<file path="config.mk">
export PLATFORM = sky130hd
export DESIGN_NAME = recv_img
export DESIGN_NICKNAME = d
export VERILOG_FILES = /design/src/rtl/recv_img.sv
export SDC_FILE = /design/constraint.sdc
export NUM_CORES = 1
export LEC_CHECK = 0
export CAP_MARGIN = 0
export CORE_MARGIN = 8
export CORE_UTILIZATION = 60
export CTS_CLUSTER_DIAMETER = 150
export DETAILED_ROUTE_END_ITERATION = 10
export PLACE_DENSITY = 0.84
export SETUP_SLACK_MARGIN = 0.1
export SLEW_MARGIN = 10
export SYNTH_ARGS = -nofsm -noshare
export SYNTH_HDL_FRONTEND = slang
export SYNTH_SLANG_ARGS = --single-unit
</file>
<file path="constraint.sdc">
create_clock -name clk -period 3.6 [get_ports clk]
set_clock_uncertainty 0.2 [all_clocks]
set_input_delay 0.72 -clock clk [delete_from_list [all_inputs] [get_ports clk]]
set_output_delay 0.72 -clock clk [all_outputs]
set_load 0.1 [all_outputs]
</file>
<file path="src/rtl/recv_img.sv">
// recv_img: 8N1 UART receiver that writes bytes sequentially into the image BRAM.
// Ports: clk, rst_in_n (async active-low); rx serial in; send_busy blocks writes;
//        bram_addr/bram_din/bram_we BRAM write port; img_ready pulses after the last pixel;
//        busy spans first write to img_ready; frame_err pulses on a low stop bit;
//        overrun is sticky when a byte is dropped due to send_busy.
module recv_img #(
    parameter int CLOCKS_PER_BAUD = 50,
    parameter int IMG_PIXELS      = 32768,
    parameter int ADDR_W          = 15
) (
    input  logic              clk,
    input  logic              rst_in_n,
    input  logic              rx,
    input  logic              send_busy,
    output logic [ADDR_W-1:0] bram_addr,
    output logic [7:0]        bram_din,
    output logic              bram_we,
    output logic              img_ready,
    output logic              busy,
    output logic              frame_err,
    output logic              overrun
);
    localparam int CW = $clog2(CLOCKS_PER_BAUD);
    localparam logic [CW-1:0]     HALF = CW'(CLOCKS_PER_BAUD / 2 - 1);
    localparam logic [CW-1:0]     FULL = CW'(CLOCKS_PER_BAUD - 1);
    localparam logic [ADDR_W-1:0] LAST = ADDR_W'(IMG_PIXELS - 1);

    typedef enum logic [2:0] {IDLE, START, DATA, STOP, BREAK} state_t;

    state_t            state;
    logic              rx_meta;
    logic              rxs;
    logic [CW-1:0]     cnt;
    logic [2:0]        bit_idx;
    logic [7:0]        shift;
    logic [ADDR_W-1:0] pix;

    always_ff @(posedge clk or negedge rst_in_n) begin
        if (!rst_in_n) begin
            state     <= IDLE;
            rx_meta   <= 1'b1;
            rxs       <= 1'b1;
            cnt       <= '0;
            bit_idx   <= '0;
            shift     <= '0;
            pix       <= '0;
            bram_addr <= '0;
            bram_din  <= '0;
            bram_we   <= 1'b0;
            img_ready <= 1'b0;
            busy      <= 1'b0;
            frame_err <= 1'b0;
            overrun   <= 1'b0;
        end else begin
            rx_meta   <= rx;
            rxs       <= rx_meta;
            bram_we   <= 1'b0;
            frame_err <= 1'b0;
            // the write of the last pixel ends the image one cycle later
            img_ready <= bram_we && bram_addr == LAST;
            if (bram_we && bram_addr == LAST)
                busy <= 1'b0;
            case (state)
                IDLE:
                    if (!rxs) begin
                        state <= START;
                        cnt   <= '0;
                    end
                START:
                    if (cnt == HALF) begin
                        cnt     <= '0;
                        bit_idx <= '0;
                        state   <= rxs ? IDLE : DATA;
                    end else
                        cnt <= cnt + 1'b1;
                DATA:
                    if (cnt == FULL) begin
                        cnt     <= '0;
                        shift   <= {rxs, shift[7:1]};
                        bit_idx <= bit_idx + 1'b1;
                        if (bit_idx == 3'd7)
                            state <= STOP;
                    end else
                        cnt <= cnt + 1'b1;
                STOP:
                    if (cnt == FULL) begin
                        cnt <= '0;
                        if (!rxs) begin
                            frame_err <= 1'b1;
                            state     <= BREAK;
                        end else begin
                            // back to IDLE at mid stop bit so a back-to-back start edge is caught
                            state <= IDLE;
                            if (send_busy)
                                overrun <= 1'b1;
                            else begin
                                bram_we   <= 1'b1;
                                bram_din  <= shift;
                                bram_addr <= pix;
                                pix       <= pix == LAST ? '0 : pix + 1'b1;
                                busy      <= 1'b1;
                            end
                        end
                    end else
                        cnt <= cnt + 1'b1;
                BREAK:
                    if (rxs)
                        state <= IDLE;
                default:
                    state <= IDLE;
            endcase
        end
    end
endmodule

</file>
Word level (Yosys, flattened, before mapping)
Index checks and enable logic that the tools add are counted.
Widths: inputs -> output; s select.
Word-level totals
  bits in registers: 65
  word-level logic and storage cells: 73
Cells by class
  add/sub/neg operators: 3
  equality and inequality tests: 15
  mux-type cells: 29
  bitwise gates (word level): 1
  reductions and logical operators: 11
Operator list (count)
  $eq 15x15->1 const B: 2
  $mux 3: 9
  $mux 6: 3
  $pmux 6 s3: 1
  $add 15x1->15 const B: 1
  $mux 15: 1
  $pmux 3 s5: 1
  $mux 1: 12
  $ne 2x2->1 const B: 6
  $reduce_and 4->1: 2
  $add 6x1->6 const B: 1
  $eq 3x2->1 const B: 2
  $eq 3x3->1 const B: 2
  $eq 6x5->1 const B: 1
  $eq 6x6->1 const B: 1
  $pmux 3 s2: 1
  $reduce_and 6->1: 1
  $reduce_and 2->1: 2
  $add 3x1->3 const B: 1
  $eq 3x1->1 const B: 1
  $logic_not 3->1: 1
  $reduce_and 3->1: 1
  $reduce_bool 3->1: 1
  $mux 2: 1
  4 further kinds: 4

Longest topological paths before layout
  depth in word-level cells: 7
  depth in mapped cells: 9

Worst setup path after synthesis
OpenSTA, ideal clock, no wires.
  path kind: input to register
  from: in send_busy
  to: reg pix[3]
  data arrival time: 1.836 ns
  path slack: 1.437 ns
  stages on the path: 6
  path buffers: 2
  cell sequence: nand2b_1 or4_1 buf_2 buf_6 o21ai_1 o31ai_1
On the way
  word-level cells in the longest chain between the ends: 2
RTL lines
  start: declaration: line 14  | input logic send_busy,
  $not 1->1 (no line)
  $reduce_and 4->1 (no line)
  end signal: assignment: line 100  | pix <= pix == LAST ? '0 : pix + 1'b1;
  end: declaration: line 36  | logic [ADDR_W-1:0] pix;
Every way passes these cells.
A chain may end at the register's enable or synchronous reset.

Final worst setup path
  from: in send_busy
  to: reg bram_addr[11]
On the way
  word-level cells in the longest chain between the ends: 2
RTL lines
  $not 1->1 (no line)
  $reduce_and 4->1 (no line)
  end signal: assignment: line 99  | bram_addr <= pix;
  end: declaration: line 15  | output logic [ADDR_W-1:0] bram_addr,
Every way passes these cells.

==> impl_metrics.ini <==
[synth]
netlist_top_cells_area = dfrtp_1 (54%), nand2_1 (11%), mux2_1 (3.1%)
ys_seq_area_share_pct = 56.0
synth_compound_area_share_pct = 8.00
ys_types = 39
synth-xor-area-share_pct = 2.11
synthAdderAreaFrac_pct = 2.58
netlist_instances = 292
synth_edf_count = 0
yosysWarningCount = 0
netlist_area_sq_um = 2910
synth_top_cell_by_area = dfrtp_1
syn_nets = 302
synth_top_family_by_area = simple AND/OR/NAND/NOR gates
avgSynthCellArea_sq_um = 9.96
synth-simple-area-share_pct = 23.8
synth_top_area_share_pct = 54.2
ys_ff_latch = 65
synthFlopType = dfrtp_1
muxShareOfSynthArea_pct = 4.22
ys_async_sr_fraction_pct = 100

[finish]
multiInputGateArea_sq_um = 1190
syn2layout_area_growth_pct = 16.7
fin_area_sq_um = 3390
n_antenna_cell = 0
nFillCells = 319
drive_gt1_share_pct = 16.1
fin_util_pct = 72.3
layout_commonest_cell = nand2_1
layout_common_cells = nand2_1 (84), dfrtp_1 (63), buf_4 (31)
layout.nets = 336
seqCellArea_sq_um = 1630

[power_and_ir_drop]
clkPwrFrac_pct = 43.6
powerDensity_nw_per_um2 = 449
p_int_w = 0.00119
p_comb_share_pct = 5.2
p_sw_share_pct = 21.7
seq_power_share_pct = 51.2
p_switching_w = 0.000330
peakVddDrop_mv = 0.361
total_power_w = 0.00152
leakage_nw = 1.73

[clock_tree]
clockRootBuffer = clkbuf_8
cts_setup_buffers = 0
clock_path_buffers = 2
cts_sinks = 65
cts_buffers = 9
path_clk_slew_ns = 0.07
tritoncts = yes
cts.htree.levels = 3
cts_resized = 0
holdBufCountCts = 0
clk_latency_ns = 0.33

[detailed_routing]
ant_nets = 0
routedWlPerCell_um = 15.7
vias = 2267
viasPerCell = 5.90
route.detailed.drc = 0
wirelength_mm = 6.03
firstDrtPassIters = 4
first_iter_violations = 161

[floorplan]
fp.dieH_um = 85.6
start_util_pct = 62.0
coreArea_sq_um = 4690
dieArea_sq_um = 7330
row_count = 25
dieWidth_um = 85.6
io_pins = 32

[worst_setup_path]
cp-start-kind = input port
crit_required_ns = 3.62
critical_path_class = input port to flip-flop
endpoint_kind = flip-flop
arrival_ns = 2.68
path_max_fanout = 18

[min_path]
hold_path.class = input port to asynchronous set/reset pin

[sta]
tns_ns = 0
min_period_over_period_pct = 73.8
drv_slew = 0
fin_ws_ns = 0.943
relSlewSlack_pct = 55.9
hold_viol = 0
fmaxAchievable_ghz = 0.376
final.min_clock_period_ns = 2.66
tightest_slew_ns = 0.657
setup_violations = 0
rsz0062_at_grt = no

[global_routing]
grt_antenna_before_repair = 0
grt_use_total_pct = 18.1
grt_pass1_wl_mm = 10.6
grt_pass1_vias = 2219
grt-ovfl-total = 0
grt_max_degree = 46

[job]
max-cap-violations = 0

[placed_design]
place.gp.congestion = 0.805
hpwl_mm = 4.10
numPortBuffers = 31
place_ws_ns = 0.621
post_dp_cell_area_sq_um = 3180

[run_status]
status = finished clean
-- synthesized netlist by cell type, types with 5 or more instances --
master   instances
ha_1             6
nand4_1         13
nor2b_1          6
xnor2_1          5
o21ai_1         13
inv_1            8
nand2_1         84
nand3_1         10
mux2_1           8
a21oi_1          8
nor2_1          10
dfrtp_1         63
buf_2            9
-- sequential cells by signal, summed over array words and instances (netlist names) --
name,cells
bit_idx,3
bram_addr,15
bram_din,8
bram_we,1
busy,1
cnt,6
frame_err,1
img_ready,1
overrun,1
pix,15
rx_meta,1
rxs,1
shift,8
state,3
-- final timing paths --
check,cells past startpoint,endpoint,slack (ns),start
worst min register to register,0,rxs,0.16,rx_meta
worst max-delay path,6,bram_addr[11],0.94,send_busy
max in group asynchronous,2,bram_addr[1],2.15,rst_in_n
min in group clk,0,rxs,0.16,rx_meta
worst max register to register,8,bram_addr[11],0.97,cnt[1]
worst min-delay path,1,bram_din[3],0.12,rst_in_n
-- cell type report --
| type | instances | area share (%) |
|---|---|---|
| Clock buffer | 12 | 4.28 |
| Multi-Input combinational cell | 207 | 35.2 |
| Sequential cell | 65 | 48.0 |
| Inverter | 9 | 0.996 |
| Timing Repair Buffer | 34 | 7.60 |
| Tap cell | 54 | 1.99 |
| Clock inverter | 3 | 1.92 |
-- cell families (layout without fill, tap and decap cells) --
logic type,Yosys count,in the layout
flops,65,65
xor+xnor,7,7
compound gates,39,39
fa+ha+maj,6,6
mux,10,10
buf+inv,20,58
simple gates,145,145
-- power by group through the flow --
stage                     Sequential, W  Clock (W)  Combinational (W)
after global placement         0.000791          0          0.0000747
after global routing           0.000782   0.000710          0.0000924
after floorplan                0.000782          0          0.0000533
after detailed placement       0.000792          0          0.0000789
final                          0.000779   0.000663          0.0000792
after CTS                      0.000779   0.000676          0.0000805
-- critical path, cell delays in order --
cell	delay, ns
clkdlybuf4s50_1	0.41
nand2b_1	0.24
or4_1	0.82
buf_4	0.33
nand2_1	0.09
nand2_1	0.06
-- through the flow --
step           cells  hold WS [ns]
3_3_place_gp     369         0.146
6_report         384         0.116
5_1_grt          384         0.143
2_1_floorplan    292         0.145
3_5_place_dp     369         0.151
4_1_cts          384         0.122
-- per-layer routing --
layer  share of wire, %  global-route usage, %
met4                1.5                   9.24
met2                 50                   29.0
met1                 43                   22.0
met5                  0                      0
met3                5.6                   4.87
Note: power is estimated with default switching activity, not from simulation.
